--- config.mk ---
export PLATFORM = sky130hd
export DESIGN_NAME = argmax_stream
export DESIGN_NICKNAME = d
export VERILOG_FILES = /design/src/rtl/npu_pkg.sv /design/src/rtl/argmax_update_cell.sv /design/src/rtl/argmax_stream.sv
export SDC_FILE = /design/constraint.sdc
export NUM_CORES = 1
export LEC_CHECK = 0
export BUFFER_PORTS_ARGS = -buffer_cell sky130_fd_sc_hd__buf_4
export CORE_ASPECT_RATIO = 2
export CORE_MARGIN = 2
export CORE_UTILIZATION = 35
export DETAILED_ROUTE_END_ITERATION = 16
export GPL_TIMING_DRIVEN = 0
export HOLD_SLACK_MARGIN = 0.03
export PLACE_DENSITY = 0.56
export SKIP_CTS_REPAIR_TIMING = 1
export SLEW_MARGIN = 20
export SYNTH_ARGS = -nofsm -noshare
export SYNTH_HDL_FRONTEND = slang
export SYNTH_SLANG_ARGS = --single-unit
--- constraint.sdc ---
create_clock -name clk -period 7.55 [get_ports clk]
set_input_delay 0.3775 -clock clk [delete_from_list [all_inputs] [get_ports clk]]
set_output_delay 0.3775 -clock clk [all_outputs]
set_load 0.05 [all_outputs]
--- src/rtl/npu_pkg.sv ---
// Shared NPU definitions: default score geometry and the argmax frame state encoding.
package npu_pkg;

    localparam int NPU_DATA_W    = 12;
    localparam int NPU_NUM_CLASS = 10;

    typedef enum logic {
        ACCUM = 1'b0,
        HOLD  = 1'b1
    } argmax_state_e;

endpackage

--- src/rtl/argmax_update_cell.sv ---
// Combinational best/runner-up update for one incoming score of a frame.
module argmax_update_cell
    import npu_pkg::*;
#(
    parameter int DATA_W     = NPU_DATA_W,
    parameter int IDX_W      = 4,
    parameter int SIGNED_CMP = 1
) (
    input  logic              i_first,
    input  logic [DATA_W-1:0] i_score,
    input  logic [IDX_W-1:0]  i_idx,
    input  logic [DATA_W-1:0] i_best,
    input  logic [IDX_W-1:0]  i_best_idx,
    input  logic [DATA_W-1:0] i_runner,
    output logic [DATA_W-1:0] o_best,
    output logic [IDX_W-1:0]  o_best_idx,
    output logic [DATA_W-1:0] o_runner
);

    // Smallest representable score, so any real second score displaces it.
    localparam logic [DATA_W-1:0] FLOOR =
        (SIGNED_CMP != 0) ? {1'b1, {(DATA_W-1){1'b0}}} : '0;

    function automatic logic gt(input logic [DATA_W-1:0] a, input logic [DATA_W-1:0] b);
        if (SIGNED_CMP != 0)
            return $signed(a) > $signed(b);
        else
            return a > b;
    endfunction

    logic w_beats_best;
    logic w_beats_runner;

    assign w_beats_best   = gt(i_score, i_best);
    assign w_beats_runner = gt(i_score, i_runner);

    always_comb begin
        o_best     = i_best;
        o_best_idx = i_best_idx;
        o_runner   = i_runner;
        if (i_first) begin
            o_best     = i_score;
            o_best_idx = '0;
            o_runner   = FLOOR;
        end else if (w_beats_best) begin
            o_best     = i_score;
            o_best_idx = i_idx;
            o_runner   = i_best;
        end else if (w_beats_runner) begin
            o_runner   = i_score;
        end
    end

endmodule

--- src/rtl/argmax_stream.sv ---
// Streaming argmax over NUM_CLASS scores per frame; reports winner, its score and lead over runner-up.
module argmax_stream
    import npu_pkg::*;
#(
    parameter int  DATA_W     = NPU_DATA_W,
    parameter int  NUM_CLASS  = NPU_NUM_CLASS,
    parameter int  SIGNED_CMP = 1,
    localparam int IDX_W      = (NUM_CLASS > 2) ? $clog2(NUM_CLASS) : 1
) (
    input  logic              clk,
    input  logic              rst,
    input  logic              in_valid,
    output logic              in_ready,
    input  logic [DATA_W-1:0] in_data,
    output logic              out_valid,
    input  logic              out_ready,
    output logic [IDX_W-1:0]  out_idx,
    output logic [DATA_W-1:0] out_max,
    output logic [DATA_W:0]   out_margin
);

    localparam logic [IDX_W-1:0] LAST = IDX_W'(NUM_CLASS - 1);

    argmax_state_e     r_state;
    argmax_state_e     w_next_state;
    logic [IDX_W-1:0]  r_cnt;
    logic [DATA_W-1:0] r_best;
    logic [IDX_W-1:0]  r_best_idx;
    logic [DATA_W-1:0] r_runner;
    logic              w_beat;
    logic              w_last;
    logic [DATA_W-1:0] w_nxt_best;
    logic [IDX_W-1:0]  w_nxt_best_idx;
    logic [DATA_W-1:0] w_nxt_runner;
    logic [DATA_W:0]   w_best_ext;
    logic [DATA_W:0]   w_runner_ext;

    assign w_beat = in_valid & in_ready;
    assign w_last = (r_cnt == LAST);

    always_ff @(posedge clk) begin
        if (rst)
            r_state <= ACCUM;
        else
            r_state <= w_next_state;
    end

    always_comb begin
        w_next_state = r_state;
        in_ready     = 1'b0;
        out_valid    = 1'b0;
        case (r_state)
            ACCUM: begin
                in_ready = 1'b1;
                if (in_valid && w_last)
                    w_next_state = HOLD;
            end
            HOLD: begin
                out_valid = 1'b1;
                if (out_ready)
                    w_next_state = ACCUM;
            end
            default: w_next_state = ACCUM;
        endcase
    end

    argmax_update_cell #(
        .DATA_W    (DATA_W),
        .IDX_W     (IDX_W),
        .SIGNED_CMP(SIGNED_CMP)
    ) u_cell (
        .i_first   (r_cnt == '0),
        .i_score   (in_data),
        .i_idx     (r_cnt),
        .i_best    (r_best),
        .i_best_idx(r_best_idx),
        .i_runner  (r_runner),
        .o_best    (w_nxt_best),
        .o_best_idx(w_nxt_best_idx),
        .o_runner  (w_nxt_runner)
    );

    always_ff @(posedge clk) begin
        if (rst) begin
            r_cnt      <= '0;
            r_best     <= '0;
            r_best_idx <= '0;
            r_runner   <= '0;
        end else begin
            if (w_beat) begin
                r_best     <= w_nxt_best;
                r_best_idx <= w_nxt_best_idx;
                r_runner   <= w_nxt_runner;
                r_cnt      <= w_last ? '0 : r_cnt + 1'b1;
            end
            if (out_valid && out_ready)
                r_cnt <= '0;
        end
    end

    // One extra bit keeps best - runner-up exact across the full score range.
    always_comb begin
        w_best_ext   = {((SIGNED_CMP != 0) ? r_best[DATA_W-1]   : 1'b0), r_best};
        w_runner_ext = {((SIGNED_CMP != 0) ? r_runner[DATA_W-1] : 1'b0), r_runner};
    end

    assign out_idx    = r_best_idx;
    assign out_max    = r_best;
    assign out_margin = w_best_ext - w_runner_ext;

endmodule

==> run summary, run 1 <==
class of the most critical hold timing path = input pin to register
CTS tree = built
Worst setup endpoint = r_runner[3]$_SDFFE_PP0P_
Synth Instances = 293
status = complete, no violations
Clk pin slew, worst setup/hold paths = 0.05 ns
cell family contributing the most delay on the critical path = multiplexers
synthesized cell area = 0.00245 mm²
total number of vias = 2212
period utilisation layout = 44.1%
distinct cell type count of the synthesized netlist = 40
die extent in y = 122 µm
number of nets still failing antenna checks after routing = 0
Port Buf Inserts = 46
RSZ-0062 raised after global routing = no
Primary FF master, synth = dfxtp_1
Critical Path Stages = 9
Slew Limit Headroom = 47.6%
iteration count of the initial detailed-routing pass = 5
flop2flop setup slack = 4.22 ns
Critical Path Source = out_max[5]$_SDFFE_PP0P_
time the final worst path needs with I/O delays and setup = 3.33 ns
initial cell density of the core = 35.6%
cell chosen for the clock root = clkbuf_16
post-layout power = 762 µW
maximum fanout along the worst path = 10
Peak VDD IR = 115 µV
routed vias/inst = 5.06
global route total overflow = 0
latest clock arrival within the worst-skew pair = 0.28 ns
critical path start-end classification = register to register
NumNets Final = 399
routed wirelength normalized by instance count = 14.6 µm
x dimension of the die = 63.2 µm
arrival time of data at the critical path endpoint = 3.47 ns
fraction of post-synthesis cell area in the top cell type by area = 26.9%
mean cell area of the mapped netlist = 8.37 µm²
Area contributors post-synth = dfxtp_1 27%, ha_1 18%, a21oi_1 6.5%, nand2_1 6.0%, o32ai_2 6.0%
share of layout cells above drive strength 1 = 19.3%
sequential area share after synthesis = 26.9%
CP Capture Type = register
total number of placement rows = 43
kind of launch point of the worst setup path = register
Tightest Pin Transition = 0.786 ns
power density normalized to cell area = 250 mW/mm²
post-synth top area cell = dfxtp_1
commonest non-fill, non-tap cells in the layout = 47 x buf_4, 39 x nand2_1, 36 x ha_1
slowest stage cell on the critical path = clkbuf_1
final wirelength = 6370 µm
delay of the slowest cell on the worst path = 0.67 ns
Syn Nets = 346
worst flop-to-flop path startpoint = out_max[5]$_SDFFE_PP0P_
endpoints failing setup = 0
Async SR Flop Fraction = 0%
Core Box Area = 0.00689 mm²
layout overhead on the synthesized area = 24.2%
dpl hpwl = 5120 µm
Pins Over Slew Limit = 0
MaxCap Viol Count = 0
TNS Setup = 0 ns
global-route wire length before repair = 10000 µm
DRC marker count from the first detailed-route iteration = 60
Ports = 47
maximum clock rate = 300 MHz
number of remaining DRC errors = 0
sink count of the clock tree = 33
Final Hold Violating Endpoints = 0
Syn. warnings = 0
maximum number of pins on one net before global-route repair = 11
Leak = 0.00129 µW
diode count = 0
endpoint of the most critical register-to-register path = r_runner[3]$_SDFFE_PP0P_
initial antenna violation count = 0
endpoint required time on the critical path = 7.69 ns
number of cells on the worst reg-to-reg path = 9
buffers from clock root to sink, at most = 2
skew final = 0.00273 ns
CP dominant cell by count = mux2i_1
number of H-tree levels = 2
critical hold path startpoint = in_data[0]
number of enable flip-flop cells after synthesis = 0
number of synthesized register bits = 33
overall global routing resource usage = 16.7%
Routability Congestion = 0.790
Inserted Clock Buffers = 5
DIE AREA = 0.00773 mm²
worst path cell trace = inv_1 > ha_1 > a21oi_1 > o21ai_0 > a2111oi_2 > mux2i_1 > clkbuf_1 > mux2i_1 > o32ai_2
most frequent standard cell in the layout excluding fill and tap cells = buf_4
via count of the first global-routing pass = 2074
crit path buf inv count = 2
tightest hold or removal path: stages:
cell,delay (ns)
buf_4,0.11
nand2_1,0.05
a21oi_1,0.05
synthesized netlist by cell type (6+ instances only):
library cell and count:
nor2b_1 6, ha_1 36, nand4_1 7, o21ai_0 7, nand2_1 39, nor2_1 15, xnor2_1 7, clkbuf_1 8
o32ai_2 9, mux2i_1 12, dfxtp_1 33, a21oi_1 32, inv_1 35
where the power goes:
group | switching, µW | internal, µW | total, µW
sequential | 10.1 | 186 | 196
clock | 72.1 | 123 | 195
combinational | 244 | 127 | 371
total | 326 | 435 | 762
how the worst min path moves through the flow:
stage / cells past startpoint / slack, ns / end
after CTS: 3 / 0.36 / out_max[0]$_SDFFE_PP0P_
final: 3 / 0.36 / out_max[0]$_SDFFE_PP0P_
after global routing: 3 / 0.38 / out_max[9]$_SDFFE_PP0P_
after global placement: 2 / 0.45 / out_idx[1]$_SDFFE_PP0P_
after detailed placement: 2 / 0.45 / out_idx[0]$_SDFFE_PP0P_
after floorplan: 2 / 0.46 / out_idx[3]$_SDFFE_PP0P_
kinds of logic (layout without fill, tap and decap cells):
group	Yosys count	after routing	share of synthesized area (%)
AOI/OAI and AO/OA	72	72	21.9
buffers and inverters	46	100	7.55
xor gates and xnor gates	12	12	4.29
DFF	33	33	26.9
muxes	13	13	5.36
adders and majority gates	37	37	19.2
and+or+nand+nor	80	80	14.7
sequential cells by signal, indices dropped and copies added, names as in the netlist:
| name | flops |
|---|---|
| r_cnt | 4 |
| out_idx | 4 |
| out_max | 12 |
| r_runner | 12 |
| r_state | 1 |
final cells by class:
type                       count  area [µm²]
sequential                    33         661
tap                           90         113
buffer                        11        53.8
inverter                      35         131
fill                         746        3840
timing repair buffer          46         345
multi-input combinational    214        1610
clock buffer                   8         136
metal layers:
| layer | global-route usage [%] | up-vias | wire length [µm] |
|---|---|---|---|
| met4 | 5.30 | 0 | 95 |
| li1 | - | 1142 | - |
| met5 | 0 | - | 0 |
| met3 | 2.02 | 6 | 179 |
| met1 | 16.9 | 1028 | 2380 |
| met2 | 34.4 | 36 | 3710 |
stage by stage:
step           utilization, %  hold slack [ns]  setup WS, ns  std cells  area, µm²
5_1_grt                  44.2            0.382          4.00        437       3050
3_5_place_dp             42.3            0.452          4.14        429       2910
3_3_place_gp             42.3            0.449          4.16        429       2910
6_report                 44.2            0.360          4.22        437       3050
2_1_floorplan               -            0.465          4.13        293       2450
4_1_cts                  44.2            0.356          4.19        437       3050
No activity file was read; power rests on OpenSTA's default activity.
==> run 2, diff against run 1 <==
Clock period 7.55 ns to 3.3 ns, I/O delays scaled along.
==> run 2 against run 1 <==
Net effect:
- sequential share of layout area shrank 0.098 points
- critical endpoint is now r_runner[1]$_SDFFE_PP0P_
- die area is the same
- final cell count is the same
- worst hold slack lost 0.21 ns
- sequential power grew 130%
- combinational power grew 130%
- flip-flop and latch count is the same
- critical path depth grew 2
- via count is the same
- power grew 130%
- largest cell class unchanged
- global-route usage is the same
==> run summary, run 2 (synthesis gave the netlist of run 1 again) <==
status = complete, no violations (unchanged)
Pins Over Slew Limit = 0 (unchanged)
layout overhead on the synthesized area = 24.8% (was 24.2%)
Leak = 0.00130 µW (was 0.00129 µW)
WHS = 0.148 ns (was 0.360 ns)
Final Hold Violating Endpoints = 0 (unchanged)
utilization of the core after routing = 44.4% (was 44.2%)
Cell Count Post-Placement = 429 (unchanged)
maximum number of pins on one net before global-route repair = 11 (unchanged)
die extent in y = 122 µm (unchanged)
total number of placement rows = 43 (unchanged)
number of filler instances in the final layout = 744 (was 746)
overall global routing resource usage = 16.7% (unchanged)
Sequential cell area = 661 µm² (unchanged)
Placed Instance Area = 0.00291 mm² (unchanged)
latest clock arrival within the worst-skew pair = 0.28 ns (about the same)
commonest non-fill, non-tap cells in the layout = 47 x buf_4, 39 x nand2_1, 36 x ha_1 (unchanged)
iteration count of the initial detailed-routing pass = 6 (was 5)
RSZ-0062 raised after global routing = no (unchanged)
number of cells on the worst reg-to-reg path = 11 (was 9)
met3 routed WL = 132 µm (was 179 µm)
period utilisation layout = 93.5% (was 44.1%)
number of H-tree levels = 2 (unchanged)
maximum fanout along the worst path = 10 (unchanged)
total area of multi-input combinational cells = 0.00162 mm² (was 0.00161 mm²)
power density normalized to cell area = 572 mW/mm² (was 250 mW/mm²)
skew final = 0.00353 ns (was 0.00273 ns)
Tightest Pin Transition = 0.719 ns (was 0.786 ns)
Peak VDD IR = 265 µV (was 115 µV)
Slew Limit Headroom = 52.1% (was 47.6%)
via count of the first global-routing pass = 2074 (unchanged)
dpl hpwl = 5120 µm (unchanged)
Port Buf Inserts = 46 (unchanged)
arrival time of data at the critical path endpoint = 3.22 ns (was 3.47 ns)
NumNets Final = 399 (unchanged)
met1 layer wirelength in the final routing = 2440 µm (was 2380 µm)
share of layout cells above drive strength 1 = 20.7% (was 19.3%)
worst flop-to-flop path startpoint = out_max[5]$_SDFFE_PP0P_ (unchanged)
final cell area excluding filler cells = 0.00306 mm² (was 0.00305 mm²)
class of the most critical hold timing path = input pin to register (unchanged)
Cell Int Power = 999 µW (was 435 µW)
routed vias/inst = 5.06 (unchanged)
DRC marker count from the first detailed-route iteration = 50 (was 60)
cell chosen for the clock root = clkbuf_16 (unchanged)
count of non-filler cells in the finished layout = 437 (unchanged)
Routability Congestion = 0.790 (unchanged)
number of nets still failing antenna checks after routing = 0 (unchanged)
Inserted Clock Buffers = 5 (unchanged)
met2 wirelength from detailed routing = 3710 µm (about the same)
initial antenna violation count = 0 (unchanged)
critical hold path startpoint = in_data[0] (unchanged)
time the final worst path needs with I/O delays and setup = 3.09 ns (was 3.33 ns)
combinational power share = 48.9% (was 48.7%)
net switching share of the total power = 42.9% (about the same)
number of remaining DRC errors = 0 (unchanged)
diode count = 0 (unchanged)
total number of vias = 2212 (unchanged)
MaxCap Viol Count = 0 (unchanged)
Core Box Area = 0.00689 mm² (unchanged)
buffers from clock root to sink, at most = 2 (unchanged)
critical path start-end classification = register to register (unchanged)
endpoints failing setup = 0 (unchanged)
global-route wire length before repair = 10000 µm (unchanged)
maximum clock rate = 324 MHz (was 300 MHz)
worst hold path stage count = 3 (unchanged)
endpoint required time on the critical path = 3.44 ns (was 7.69 ns)
Clk pin slew, worst setup/hold paths = 0.05 ns (about the same)
kind of launch point of the worst setup path = register (unchanged)
sink count of the clock tree = 33 (unchanged)
clock network power share = 25.5% (was 25.6%)
Critical Path Source = out_max[5]$_SDFFE_PP0P_ (unchanged)
switching power = 750 µW (was 326 µW)
routed wirelength normalized by instance count = 14.6 µm (about the same)
post-layout power = 1750 µW (was 762 µW)
x dimension of the die = 63.2 µm (unchanged)
most frequent standard cell in the layout excluding fill and tap cells = buf_4 (unchanged)
CP Capture Type = register (unchanged)
initial cell density of the core = 35.6% (unchanged)
global route total overflow = 0 (unchanged)
Reg power frac = 25.6% (was 25.7%)
final wirelength = 6380 µm (was 6370 µm)
CTS tree = built (unchanged)
Ports = 47 (unchanged)
DIE AREA = 0.00773 mm² (unchanged)
highest layer used for signal routing = met4 (unchanged)
run 2: final cells by class:
| type | instances | share of cell area [%] |
|---|---|---|
| clock buffer | 8 | 4.46 |
| sequential | 33 | 21.6 |
| multi-input combinational | 214 | 52.9 |
| tap | 90 | 3.68 |
| inverter | 35 | 4.29 |
| timing repair buffer | 46 | 11.3 |
| buffer | 11 | 1.84 |
run 2: worst max-delay path: stages, from the launching register on:
cell,delay (ns)
dfxtp_1,0.41
inv_1,0.06
ha_1,0.30
a21oi_1,0.17
o21ai_0,0.12
a2111oi_2,0.44
mux2i_2,0.53
o21a_1,0.19
buf_2,0.22
or2_1,0.20
buf_6,0.21
o32ai_2,0.09
run 2: power groups by stage:
stage               Sequential (µW)  Clock (µW)  Combinational, µW
floorplan                       493           0                587
CTS                             448         452                860
global placement                456           0                848
global route                    452         472                913
detailed placement              457           0                857
finish                          447         446                856
run 2: path summary, 6_finish.rpt:
| check | slack, ns | to |
|---|---|---|
| setup / recovery | 0.21 | r_runner[1]$_SDFFE_PP0P_ |
| hold / removal | 0.15 | out_max[0]$_SDFFE_PP0P_ |
| setup reg to reg | 0.21 | r_runner[1]$_SDFFE_PP0P_ |
| hold reg to reg | 0.46 | out_idx[1]$_SDFFE_PP0P_ |
run 2: metrics by stage:
stage	setup WS [ns]	setup TNS (ns)
after floorplan	0.0889	0
after global placement	-0.0244	-0.130
after detailed placement	-0.0475	-0.480
after CTS	-0.0627	-0.902
after global routing	0.0460	0
final	0.215	0
run 2: layer usage:
metal,GRT usage (%),vias up
met4,5.30,0
met2,34.4,28
li1,-,1145
met5,0,-
met3,2.02,7
met1,16.9,1032
